`config.mk`:
```
export PLATFORM = sky130hd
export DESIGN_NAME = ex_operand_stage_flat
export DESIGN_NICKNAME = d
export VERILOG_FILES = /design/src/rtl/ex_operand_stage_if.sv /design/src/rtl/ex_operand_stage.sv /design/src/flat_wrapper.sv
export SDC_FILE = /design/constraint.sdc
export NUM_CORES = 1
export LEC_CHECK = 0
export BUFFER_PORTS_ARGS = -buffer_cell sky130_fd_sc_hd__buf_2
export CAP_MARGIN = 40
export CORE_MARGIN = 2
export CORE_UTILIZATION = 52
export CTS_CLUSTER_DIAMETER = 200
export DETAILED_ROUTE_END_ITERATION = 7
export GPL_TIMING_DRIVEN = 0
export PLACE_DENSITY = 0.87
export REMOVE_ABC_BUFFERS = 1
export SETUP_SLACK_MARGIN = 0.2
export SLEW_MARGIN = 20
export SYNTH_ARGS = -nofsm -noshare
export SYNTH_HDL_FRONTEND = slang
export SYNTH_SLANG_ARGS = --single-unit
```
`constraint.sdc`:
```
create_clock -name CLK -period 9.3 [get_ports CLK]
set_clock_uncertainty 0.2 [all_clocks]
set_input_delay 1.86 -clock CLK [delete_from_list [all_inputs] [get_ports CLK]]
set_output_delay 1.86 -clock CLK [all_outputs]
set_load 0.01 [all_outputs]
```
`src/rtl/ex_operand_stage_if.sv`:
```
// Bundles the decode-side, forwarding, and ALU-side signals of the ID/EX operand stage.
// The master drives instructions and forwarding data; the slave is the stage itself.
interface ex_operand_stage_if #(
    parameter int WIDTH = 32,
    parameter int RADDR = 5
);
    logic             in_valid;
    logic             in_ready;
    logic [RADDR-1:0] in_rs_addr;
    logic [RADDR-1:0] in_rt_addr;
    logic [RADDR-1:0] in_dest;
    logic [WIDTH-1:0] in_rs_data;
    logic [WIDTH-1:0] in_rt_data;
    logic [15:0]      in_imm;
    logic [4:0]       in_shamt;
    logic [3:0]       in_aluop;
    logic [1:0]       in_alusrc;
    logic             in_shift;
    logic             in_regwrite;

    logic             mem_fwd_en;
    logic [RADDR-1:0] mem_fwd_addr;
    logic [WIDTH-1:0] mem_fwd_data;
    logic             mem_is_load;
    logic             wb_fwd_en;
    logic [RADDR-1:0] wb_fwd_addr;
    logic [WIDTH-1:0] wb_fwd_data;
    logic             flush;

    logic             out_valid;
    logic             out_ready;
    logic [WIDTH-1:0] alu_portA;
    logic [WIDTH-1:0] alu_portB;
    logic [3:0]       alu_op;
    logic [RADDR-1:0] out_dest;
    logic             out_regwrite;
    logic [WIDTH-1:0] out_store_data;

    modport master (
        output in_valid, in_rs_addr, in_rt_addr, in_dest, in_rs_data, in_rt_data,
               in_imm, in_shamt, in_aluop, in_alusrc, in_shift, in_regwrite,
               mem_fwd_en, mem_fwd_addr, mem_fwd_data, mem_is_load,
               wb_fwd_en, wb_fwd_addr, wb_fwd_data, flush, out_ready,
        input  in_ready, out_valid, alu_portA, alu_portB, alu_op, out_dest,
               out_regwrite, out_store_data
    );

    modport slave (
        input  in_valid, in_rs_addr, in_rt_addr, in_dest, in_rs_data, in_rt_data,
               in_imm, in_shamt, in_aluop, in_alusrc, in_shift, in_regwrite,
               mem_fwd_en, mem_fwd_addr, mem_fwd_data, mem_is_load,
               wb_fwd_en, wb_fwd_addr, wb_fwd_data, flush, out_ready,
        output in_ready, out_valid, alu_portA, alu_portB, alu_op, out_dest,
               out_regwrite, out_store_data
    );
endinterface

```
`src/rtl/ex_operand_stage.sv`:
```
// ID/EX pipeline slot that resolves MEM/WB forwarding, detects load-use hazards,
// and selects the ALU operands for the single held instruction.
module ex_operand_stage #(
    parameter int WIDTH = 32,
    parameter int RADDR = 5
) (
    input logic               CLK,
    input logic               RST,
    ex_operand_stage_if.slave bus
);
    logic             full_q, full_d;
    logic [RADDR-1:0] rsAddr_q, rsAddr_d;
    logic [RADDR-1:0] rtAddr_q, rtAddr_d;
    logic [RADDR-1:0] dest_q, dest_d;
    logic [WIDTH-1:0] rsData_q, rsData_d;
    logic [WIDTH-1:0] rtData_q, rtData_d;
    logic [15:0]      imm_q, imm_d;
    logic [4:0]       shamt_q, shamt_d;
    logic [3:0]       aluop_q, aluop_d;
    logic [1:0]       alusrc_q, alusrc_d;
    logic             shift_q, shift_d;
    logic             regwrite_q, regwrite_d;

    logic             memHitRs, memHitRt, wbHitRs, wbHitRt;
    logic [WIDTH-1:0] fwdRs, fwdRt;
    logic             hazard;
    logic             outValid, inReady, capture, release_;

    assign memHitRs = bus.mem_fwd_en && (bus.mem_fwd_addr == rsAddr_q) && (rsAddr_q != '0);
    assign memHitRt = bus.mem_fwd_en && (bus.mem_fwd_addr == rtAddr_q) && (rtAddr_q != '0);
    assign wbHitRs  = bus.wb_fwd_en  && (bus.wb_fwd_addr  == rsAddr_q) && (rsAddr_q != '0);
    assign wbHitRt  = bus.wb_fwd_en  && (bus.wb_fwd_addr  == rtAddr_q) && (rtAddr_q != '0);

    assign fwdRs = (rsAddr_q == '0) ? '0 :
                   memHitRs ? bus.mem_fwd_data :
                   wbHitRs  ? bus.wb_fwd_data  : rsData_q;
    assign fwdRt = (rtAddr_q == '0) ? '0 :
                   memHitRt ? bus.mem_fwd_data :
                   wbHitRt  ? bus.wb_fwd_data  : rtData_q;

    // rt always feeds out_store_data, so a pending load into rt must stall regardless of alusrc.
    assign hazard   = bus.mem_is_load && ((memHitRs && !shift_q) || memHitRt);
    assign outValid = full_q && !hazard && !bus.flush;
    assign inReady  = !full_q || (outValid && bus.out_ready);
    assign capture  = bus.in_valid && inReady;
    assign release_ = outValid && bus.out_ready;

    assign bus.out_valid      = outValid;
    assign bus.in_ready       = inReady;
    assign bus.alu_op         = aluop_q;
    assign bus.out_dest       = dest_q;
    assign bus.out_regwrite   = regwrite_q;
    assign bus.out_store_data = fwdRt;
    assign bus.alu_portA      = shift_q ? {{(WIDTH-5){1'b0}}, shamt_q} : fwdRs;

    always_comb begin
        bus.alu_portB = fwdRt;
        if (!shift_q) begin
            case (alusrc_q)
                2'd1:    bus.alu_portB = WIDTH'($signed(imm_q));
                2'd2:    bus.alu_portB = WIDTH'(imm_q);
                2'd3:    bus.alu_portB = WIDTH'({imm_q, 16'h0000});
                default: bus.alu_portB = fwdRt;
            endcase
        end
    end

    // A stalled slot absorbs WB results so the value survives once WB retires.
    always_comb begin
        full_d     = full_q;
        rsAddr_d   = rsAddr_q;
        rtAddr_d   = rtAddr_q;
        dest_d     = dest_q;
        rsData_d   = rsData_q;
        rtData_d   = rtData_q;
        imm_d      = imm_q;
        shamt_d    = shamt_q;
        aluop_d    = aluop_q;
        alusrc_d   = alusrc_q;
        shift_d    = shift_q;
        regwrite_d = regwrite_q;
        if (bus.flush) begin
            full_d = 1'b0;
        end else if (capture) begin
            full_d     = 1'b1;
            rsAddr_d   = bus.in_rs_addr;
            rtAddr_d   = bus.in_rt_addr;
            dest_d     = bus.in_dest;
            rsData_d   = bus.in_rs_data;
            rtData_d   = bus.in_rt_data;
            imm_d      = bus.in_imm;
            shamt_d    = bus.in_shamt;
            aluop_d    = bus.in_aluop;
            alusrc_d   = bus.in_alusrc;
            shift_d    = bus.in_shift;
            regwrite_d = bus.in_regwrite;
        end else if (release_) begin
            full_d = 1'b0;
        end else if (full_q) begin
            if (wbHitRs) rsData_d = bus.wb_fwd_data;
            if (wbHitRt) rtData_d = bus.wb_fwd_data;
        end
    end

    always_ff @(posedge CLK or posedge RST) begin
        if (RST) begin
            full_q     <= 1'b0;
            rsAddr_q   <= '0;
            rtAddr_q   <= '0;
            dest_q     <= '0;
            rsData_q   <= '0;
            rtData_q   <= '0;
            imm_q      <= '0;
            shamt_q    <= '0;
            aluop_q    <= '0;
            alusrc_q   <= '0;
            shift_q    <= 1'b0;
            regwrite_q <= 1'b0;
        end else begin
            full_q     <= full_d;
            rsAddr_q   <= rsAddr_d;
            rtAddr_q   <= rtAddr_d;
            dest_q     <= dest_d;
            rsData_q   <= rsData_d;
            rtData_q   <= rtData_d;
            imm_q      <= imm_d;
            shamt_q    <= shamt_d;
            aluop_q    <= aluop_d;
            alusrc_q   <= alusrc_d;
            shift_q    <= shift_d;
            regwrite_q <= regwrite_d;
        end
    end
endmodule

```
`src/flat_wrapper.sv`:
```
// flat-port wrapper written by rule: the top's interface ports become plain ports
module ex_operand_stage_flat 
#(
    parameter int WIDTH = 32,
    parameter int RADDR = 5
)
  (CLK, RST, bus_in_valid, bus_in_rs_addr, bus_in_rt_addr, bus_in_dest, bus_in_rs_data, bus_in_rt_data, bus_in_imm, bus_in_shamt, bus_in_aluop, bus_in_alusrc, bus_in_shift, bus_in_regwrite, bus_mem_fwd_en, bus_mem_fwd_addr, bus_mem_fwd_data, bus_mem_is_load, bus_wb_fwd_en, bus_wb_fwd_addr, bus_wb_fwd_data, bus_flush, bus_out_ready, bus_in_ready, bus_out_valid, bus_alu_portA, bus_alu_portB, bus_alu_op, bus_out_dest, bus_out_regwrite, bus_out_store_data);
  ex_operand_stage_if #(.WIDTH(WIDTH), .RADDR(RADDR)) bus_i ();
  input logic CLK;
  input logic RST;
  input wire logic [$bits(bus_i.in_valid)-1:0] bus_in_valid;
  input wire logic [$bits(bus_i.in_rs_addr)-1:0] bus_in_rs_addr;
  input wire logic [$bits(bus_i.in_rt_addr)-1:0] bus_in_rt_addr;
  input wire logic [$bits(bus_i.in_dest)-1:0] bus_in_dest;
  input wire logic [$bits(bus_i.in_rs_data)-1:0] bus_in_rs_data;
  input wire logic [$bits(bus_i.in_rt_data)-1:0] bus_in_rt_data;
  input wire logic [$bits(bus_i.in_imm)-1:0] bus_in_imm;
  input wire logic [$bits(bus_i.in_shamt)-1:0] bus_in_shamt;
  input wire logic [$bits(bus_i.in_aluop)-1:0] bus_in_aluop;
  input wire logic [$bits(bus_i.in_alusrc)-1:0] bus_in_alusrc;
  input wire logic [$bits(bus_i.in_shift)-1:0] bus_in_shift;
  input wire logic [$bits(bus_i.in_regwrite)-1:0] bus_in_regwrite;
  input wire logic [$bits(bus_i.mem_fwd_en)-1:0] bus_mem_fwd_en;
  input wire logic [$bits(bus_i.mem_fwd_addr)-1:0] bus_mem_fwd_addr;
  input wire logic [$bits(bus_i.mem_fwd_data)-1:0] bus_mem_fwd_data;
  input wire logic [$bits(bus_i.mem_is_load)-1:0] bus_mem_is_load;
  input wire logic [$bits(bus_i.wb_fwd_en)-1:0] bus_wb_fwd_en;
  input wire logic [$bits(bus_i.wb_fwd_addr)-1:0] bus_wb_fwd_addr;
  input wire logic [$bits(bus_i.wb_fwd_data)-1:0] bus_wb_fwd_data;
  input wire logic [$bits(bus_i.flush)-1:0] bus_flush;
  input wire logic [$bits(bus_i.out_ready)-1:0] bus_out_ready;
  output wire logic [$bits(bus_i.in_ready)-1:0] bus_in_ready;
  output wire logic [$bits(bus_i.out_valid)-1:0] bus_out_valid;
  output wire logic [$bits(bus_i.alu_portA)-1:0] bus_alu_portA;
  output wire logic [$bits(bus_i.alu_portB)-1:0] bus_alu_portB;
  output wire logic [$bits(bus_i.alu_op)-1:0] bus_alu_op;
  output wire logic [$bits(bus_i.out_dest)-1:0] bus_out_dest;
  output wire logic [$bits(bus_i.out_regwrite)-1:0] bus_out_regwrite;
  output wire logic [$bits(bus_i.out_store_data)-1:0] bus_out_store_data;
  assign bus_i.in_valid = bus_in_valid;
  assign bus_i.in_rs_addr = bus_in_rs_addr;
  assign bus_i.in_rt_addr = bus_in_rt_addr;
  assign bus_i.in_dest = bus_in_dest;
  assign bus_i.in_rs_data = bus_in_rs_data;
  assign bus_i.in_rt_data = bus_in_rt_data;
  assign bus_i.in_imm = bus_in_imm;
  assign bus_i.in_shamt = bus_in_shamt;
  assign bus_i.in_aluop = bus_in_aluop;
  assign bus_i.in_alusrc = bus_in_alusrc;
  assign bus_i.in_shift = bus_in_shift;
  assign bus_i.in_regwrite = bus_in_regwrite;
  assign bus_i.mem_fwd_en = bus_mem_fwd_en;
  assign bus_i.mem_fwd_addr = bus_mem_fwd_addr;
  assign bus_i.mem_fwd_data = bus_mem_fwd_data;
  assign bus_i.mem_is_load = bus_mem_is_load;
  assign bus_i.wb_fwd_en = bus_wb_fwd_en;
  assign bus_i.wb_fwd_addr = bus_wb_fwd_addr;
  assign bus_i.wb_fwd_data = bus_wb_fwd_data;
  assign bus_i.flush = bus_flush;
  assign bus_i.out_ready = bus_out_ready;
  assign bus_in_ready = bus_i.in_ready;
  assign bus_out_valid = bus_i.out_valid;
  assign bus_alu_portA = bus_i.alu_portA;
  assign bus_alu_portB = bus_i.alu_portB;
  assign bus_alu_op = bus_i.alu_op;
  assign bus_out_dest = bus_i.out_dest;
  assign bus_out_regwrite = bus_i.out_regwrite;
  assign bus_out_store_data = bus_i.out_store_data;
  ex_operand_stage #(.WIDTH(WIDTH), .RADDR(RADDR)) u_core (.CLK(CLK), .RST(RST), .bus(bus_i));
endmodule
```
==> flow_summary_export.csv, run 1 <==
group,metric,value,unit
status,status,"completed",
clocking,clk_pin_slew,0.07,ns
worst_setup_path,cp_slowest_cell,"nor4_4",
routing,drt_wl_total,24000,um
worst_setup_path,path_max_fanout,13,
clocking,ctsResizeCount,0,
synthesis,synthCells,768,
worst_hold_path,hp-class,"reg2reg",
timing,min_period_over_period,67.9,%
synthesis,synth-xor-area-share,2.76,%
global_routing,grt_pass1_vias,7125,
worst_setup_path,rrSetupSlack,4.58,ns
power_and_ir_drop,leakagePower,0.00413,uW
power_and_ir_drop,peakVddDrop,0.109,mV
global_routing,antenna_found_initial,0,
floorplan,die_area,0.0138,sq mm
floorplan,rows,41,
worst_setup_path,critical_path_class,"in2out",
timing,fin_crit,6.32,ns
layout,syn2layout_area_growth,32.0,%
clocking,clockBufferDepth,2,
synthesis,avgSynthCellArea,8.69,sq um
timing,rsz0062_at_grt,"false",
placement,dp.cells,1195,
routing,detail_route.first_pass.iterations,6,
layout,nets,1225,
global_routing,grt_pass1_wl,37400,um
layout,final_cells,1212,
floorplan,initial_utilization,53.1,%
clocking,htree_levels,3,
timing,setup_violations,0,
worst_setup_path,cp_num_buf_inv,5,
worst_setup_path,crit_family,"buffers and inverters",
timing,hold_viol_final,0,
layout,diodes,0,
synthesis,synthesis.area,0.00668,sq mm
floorplan,io_pins,298,
floorplan,die_w,117,um
global_routing,track_usage,34.3,%
worst_setup_path,critPathRequiredTime,7.24,ns
synthesis,synth_compound_gate_area_share,26.3,%
clocking,cts_tree,"yes",
routing,post_drt_wl_per_cell,19.8,um
worst_setup_path,slowest_delay,0.44,ns
clocking,post-cts-setup-buffers,0,
flow_run,cap_violations,0,
synthesis,ys_seq_area_share,40.9,%
worst_setup_path,crit_arrival,4.26,ns
timing,drv_slew,0,
synthesis,synth_top_family_by_area,"compound AO/OA/AOI/OAI gates",
clocking,postCtsHoldBufs,0,
routing,drc,0,
clocking,cts-root-buf,"clkbuf_16",
global_routing,grt_max_degree,67,
synthesis,synth_fa_ha_area_share,0,%
floorplan,die-height,117,um
routing,viasPerCell,6.02,
layout,drive_gt1_share,39.9,%
routing,drt-initial-drc-count,828,
synthesis,ys_seq_elements,109,
synthesis,synthDistinctLibCells,36,
worst_setup_path,end_kind,"output pin",
clocking,clock-sinks,109,
synthesis,ys_warn_count,0,
worst_setup_path,worst_setup_path_start_kind,"input pin",
synthesis,synthSimpleGateAreaFrac,10.3,%
routing,ant_nets,0,
timing,timing.setup.tns,0,ns
synthesis,synth-edff-count,0,
placement,hpwlAfterDp,17500,um
timing,maxSlewHeadroom,48.0,%
synthesis,dominantRegCellSynth,"dfrtp_1",
timing,tightest_slew,0.780,ns
floorplan,core_area,0.0126,sq mm
clocking,insertion_delay,0.35,ns
clocking,numCtsBuffers,9,
power_and_ir_drop,powerDensity,180,mW/mm^2
timing,max_freq,158,MHz
synthesis,muxShareOfSynthArea,12.4,%
routing,vias,7292,
placement,numPortBuffers,297,
worst_setup_path,cp_cell_sequence,"buf_2, xnor2_1, nand4_1, nor4_4, buf_6, buf_6, buf_4, nand2_1, o211ai_1, o21ai_0, o21ai_0, buf_2",
global_routing,overflow,0,
synthesis,async_flop_share,100,%
placement,gp_congestion,0.939,
cells by family after synthesis:
family / count (synthesis)
XOR/XNOR: 21
multiplexers: 77
AND/OR/NAND/NOR: 156
flip-flops: 109
buffers and inverters: 122
AO/OA/AOI/OAI: 283
metal layers:
metal | vias to the layer above | wire [um] | track usage [%]
met5 | - | 0 | 0
met4 | 0 | 1050 | 18.8
met3 | 91 | 2300 | 6.03
met2 | 499 | 11600 | 55.6
met1 | 3441 | 9030 | 43.8
li1 | 3261 | - | -
synthesized netlist by cell type (11+ instances only):
master	n	area share, %
o22ai_1	60	5.6
buf_2	11	0.82
o211ai_1	31	3.5
a21oi_1	56	4.2
clkbuf_1	40	2.2
a21oi_2	21	2.8
xnor2_1	15	2.0
a211oi_1	28	3.1
nand2_1	65	3.7
dfrtp_1	109	41
inv_1	61	3.4
o21ai_0	74	5.5
nor2_1	70	3.9
mux2i_1	33	4.9
mux2_2	44	7.4
cell type report:
cell class	count	area, sq um
Timing Repair Buffer	317	1820
Clock inverter	5	50.0
Sequential cell	109	2730
Clock buffer	11	243
Multi-Input combinational cell	537	3520
Inverter	61	234
Tap cell	172	215
Fill cell	977	3750
where the power goes:
group / leakage (uW) / switching [uW] / internal (uW)
combinational: 0.00275 / 342 / 257
clock: 0.000149 / 177 / 215
sequential: 0.00123 / 52.9 / 546
metrics by stage:
step                utilization, %  hold slack (ns)  total power (uW)  cell area (sq um)  setup slack, ns
floorplan                        -            0.280               919               6410             1.76
global placement              64.5            0.282              1150               8110            -2.56
detailed placement            67.7            0.289              1200               8510             3.07
CTS                           70.0            0.305              1590               8800             3.06
global route                  70.1            0.323              1670               8810             2.83
finish                        70.1            0.304              1590               8810             2.98
layout by cell type (no fill, tap or decap), drive strengths merged, types with 15 or more instances in the layout:
master  count
a211oi     28
a21oi      77
buf       317
dfrtp     109
inv        61
mux2       44
mux2i      33
nand2      65
nor2       71
o211ai     31
o21ai      76
o22ai      60
xnor2      15
final timing paths:
kind | from | depth (start not counted) | to
setup / recovery | bus_wb_fwd_addr[4] | 12 | bus_alu_portB[22]
hold / removal | u_core.bus.out_dest[1] | 1 | u_core.bus.out_dest[1]
setup reg to reg | u_core.rtAddr_q[0] | 9 | u_core.rtData_q[26]
hold reg to reg | u_core.bus.out_dest[1] | 1 | u_core.bus.out_dest[1]
max in group asynchronous | RST | 3 | u_core.rtData_q[4]
min in group asynchronous | RST | 2 | u_core.bus.out_dest[0]
flip-flops by register name, indices dropped and copies added, names as in the netlist, 2 cells and up:
name	count
u_core.alusrc_q	2
u_core.imm_q	16
u_core.rsData_q	32
u_core.rtAddr_q	5
u_core.bus.alu_op	4
u_core.rsAddr_q	5
u_core.rtData_q	32
u_core.shamt_q	5
u_core.bus.out_dest	5
Note: power is estimated with default switching activity, not from simulation.
==> run 2: changes to the inputs <==
--- a/config.mk
+++ b/config.mk
@@ -5,14 +5,15 @@
 export SDC_FILE = /design/constraint.sdc
 export NUM_CORES = 1
 export LEC_CHECK = 0
+export ABC_AREA = 1
 export BUFFER_PORTS_ARGS = -buffer_cell sky130_fd_sc_hd__buf_2
 export CAP_MARGIN = 40
 export CORE_MARGIN = 2
-export CORE_UTILIZATION = 52
+export CORE_UTILIZATION = 46
 export CTS_CLUSTER_DIAMETER = 200
 export DETAILED_ROUTE_END_ITERATION = 7
 export GPL_TIMING_DRIVEN = 0
-export PLACE_DENSITY = 0.87
+export PLACE_DENSITY = 0.78
 export REMOVE_ABC_BUFFERS = 1
 export SETUP_SLACK_MARGIN = 0.2
 export SLEW_MARGIN = 20
==> constraint.sdc (replaced) <==
create_clock -name CLK -period 5.71 [get_ports CLK]
set_clock_uncertainty 0.2 [all_clocks]
set_input_delay 1.142 -clock CLK [delete_from_list [all_inputs] [get_ports CLK]]
set_output_delay 1.142 -clock CLK [all_outputs]
set_load 0.01 [all_outputs]
==> flow_summary_export.csv, run 2 <==
group,metric,value,unit
timing,setup_violations,0,
clocking,htree_levels,3,
worst_setup_path,worstRegToRegCells,16,
floorplan,initial_utilization,46.6,%
global_routing,grt_pass1_wl,44900,um
routing,vias,9567,
clocking,post-cts-setup-buffers,0,
layout,drive_gt1_share,22.8,%
synthesis,ys_seq_elements,109,
worst_setup_path,critPathRequiredTime,5.81,ns
synthesis,synthDistinctLibCells,25,
clocking,cts_tree,"yes",
clocking,ctsResizeCount,0,
timing,setup_slack,0.625,ns
floorplan,core_area,0.0171,sq mm
placement,hpwlAfterDp,20100,um
layout,final_cells,1787,
synthesis,yosys-top-cells-area,"dfrtp_1 34%, nand2_1 26%, nand3_1 7.5%, o21ai_0 6.9%, inv_1 5.3%",
worst_setup_path,critical_path_class,"reg2reg",
global_routing,overflow,0,
synthesis,async_flop_share,100,%
layout,final_util,58.4,%
global_routing,grt_busiest_layer,"met2",
worst_setup_path,end_kind,"flip-flop",
timing,timing.setup.tns,0,ns
clocking,cts-root-buf,"clkbuf_16",
clocking,insertion_delay,0.36,ns
worst_setup_path,r2r_end,"u_core.bus.out_regwrite",
placement,pre_cts_slack,0.528,ns
routing,drt_wl_total,29300,um
floorplan,rows,48,
worst_setup_path,worst_setup_path_start_kind,"flip-flop",
clocking,clk_pin_slew,0.08,ns
layout,final_cell_mix,"552 x nand2_1, 296 x buf_2, 119 x nand3_1",
timing,hold_viol_final,0,
synthesis,avgSynthCellArea,6.02,sq um
global_routing,grt_max_degree,68,
synthesis,synthesis.area,0.00798,sq mm
layout,nets,1745,
layout,final_common_cell,"nand2_1",
clocking,clockBufferDepth,2,
power_and_ir_drop,peakVddDrop,0.152,mV
floorplan,io_pins,298,
worst_setup_path,crit_arrival,5.18,ns
layout,final_area,0.00999,sq mm
timing,drv_slew,0,
timing,rsz0062_at_grt,"false",
clocking,numCtsBuffers,9,
worst_hold_path,min-delay-start,"u_core.rtData_q[6]",
timing,min_period_over_period,89.1,%
synthesis,post-synth-top-count-cell,"nand2_1",
worst_setup_path,r2r_start,"u_core.rtAddr_q[3]",
global_routing,track_usage,31.2,%
worst_hold_path,hold_depth,2,
worst_setup_path,rrSetupSlack,0.63,ns
worst_setup_path,path_max_fanout,67,
clocking,clock-sinks,109,
global_routing,antenna_found_initial,3,
worst_hold_path,hp-class,"reg2reg",
global_routing,met2_usage,52.6,%
floorplan,die_w,136,um
timing,tightest_slew,0.888,ns
routing,ant_nets,0,
layout,largest_registers,"u_core.rsData_q (32), u_core.rtData_q (32), u_core.imm_q (16)",
synthesis,dominantRegCellSynth,"dfrtp_1",
floorplan,die_area,0.0184,sq mm
layout,syn2layout_area_growth,25.3,%
routing,detail_route.first_pass.iterations,6,
floorplan,die-height,136,um
timing,max_freq,197,MHz
synthesis,synth-edff-count,0,
placement,placed_area,0.00967,sq mm
global_routing,met1_usage,39.3,%
placement,numPortBuffers,297,
clocking,postCtsHoldBufs,0,
placement,dp.cells,1767,
synthesis,synth_top_area_share,34.2,%
synthesis,ys_seq_area_share,34.2,%
synthesis,synthCells,1325,
global_routing,grtUsageMet3,6.58,%
synthesis,synth_top_area_cell,"dfrtp_1",
worst_hold_path,min_to,"u_core.rtData_q[6]",
timing,fin_crit,5.08,ns
timing,maxSlewHeadroom,40.8,%
routing,drc,0,
global_routing,grt_pass1_vias,8752,
power_and_ir_drop,powerDensity,297,mW/mm^2
synthesis,ys_warn_count,0,
synthesis,ys_top_cells_by_count,"555 x nand2_1, 120 x nand3_1, 113 x inv_1",
flow_run,cap_violations,0,
power_and_ir_drop,leakagePower,0.00616,uW
routing,post_drt_wl_per_cell,16.4,um
routing,drt-initial-drc-count,768,
routing,viasPerCell,5.35,
placement,gp_congestion,0.886,
status,status,"completed",
-- run 2: stage by stage --
stage	hold slack (ns)	total power, uW
floorplan	0.243	1750
global placement	0.255	2230
detailed placement	0.259	2310
CTS	0.278	2950
global route	0.291	3170
finish	0.277	2960
-- run 2: where the power goes --
part	switching (uW)	internal [uW]	total (uW)
Sequential	88.6	916	1000
Combinational	821	489	1310
Clock	298	352	650
Total	1210	1760	2960
-- run 2: cells by family (layout without fill, tap and decap cells) --
| kind of cell | after synthesis | in the layout | synth area share, % |
|---|---|---|---|
| flops | 109 | 109 | 34.2 |
| simple gates | 766 | 766 | 38.4 |
| xor+xnor | 4 | 4 | 0.439 |
| other cells | 0 | 2 | 0 |
| buf+inv | 215 | 450 | 11.2 |
| compound gates | 231 | 231 | 15.7 |
-- run 2: how the worst max path moves through the flow --
| stage | cells after the start | startpoint | to | slack [ns] |
|---|---|---|---|---|
| 2_1_floorplan | 11 | bus_mem_fwd_addr[3] | u_core.rsAddr_q[0] | -0.54 |
| 3_3_place_gp | 12 | bus_mem_fwd_addr[3] | u_core.bus.out_regwrite | -3.93 |
| 3_5_place_dp | 14 | bus_mem_fwd_addr[3] | u_core.bus.out_regwrite | 0.53 |
| 4_1_cts | 16 | u_core.rtAddr_q[3] | u_core.bus.out_regwrite | 0.71 |
| 5_1_grt | 16 | u_core.rtAddr_q[2] | u_core.rsAddr_q[0] | 0.32 |
| 6_report | 16 | u_core.rtAddr_q[3] | u_core.bus.out_regwrite | 0.63 |
-- run 2: cell type report --
| class | instances | area [sq um] |
|---|---|---|
| tap | 225 | 282 |
| sequential | 109 | 2730 |
| inverter | 124 | 473 |
| clock buffer | 12 | 246 |
| antenna | 2 | 5.00 |
| fill | 1705 | 7130 |
| multi-input combinational | 1001 | 4430 |
| clock inverter | 4 | 47.5 |
| timing repair buffer | 310 | 1780 |
-- run 2: critical path: stages (launching register included) --
cell and delay [ns]:
dfrtp_1 0.41, inv_2 0.09, nand3_2 0.14, nor2_4 0.48, buf_16 0.23, nor2_1 0.08, nand3_4 0.32, nand2_1 0.10
nand2_1 0.09, nand3_1 0.11, nand2_4 0.67, nand2_4 0.56, buf_12 0.37, nor2_4 0.63, buf_16 0.25, nand2_1 0.10
nand2_1 0.07
-- run 2: routing by layer --
layer  up-vias  routed length (um)
li1       4630                   -
met1      4349               12000
met2       530               13700
met3        56                3010
met4         2                 682
met5         -                  13
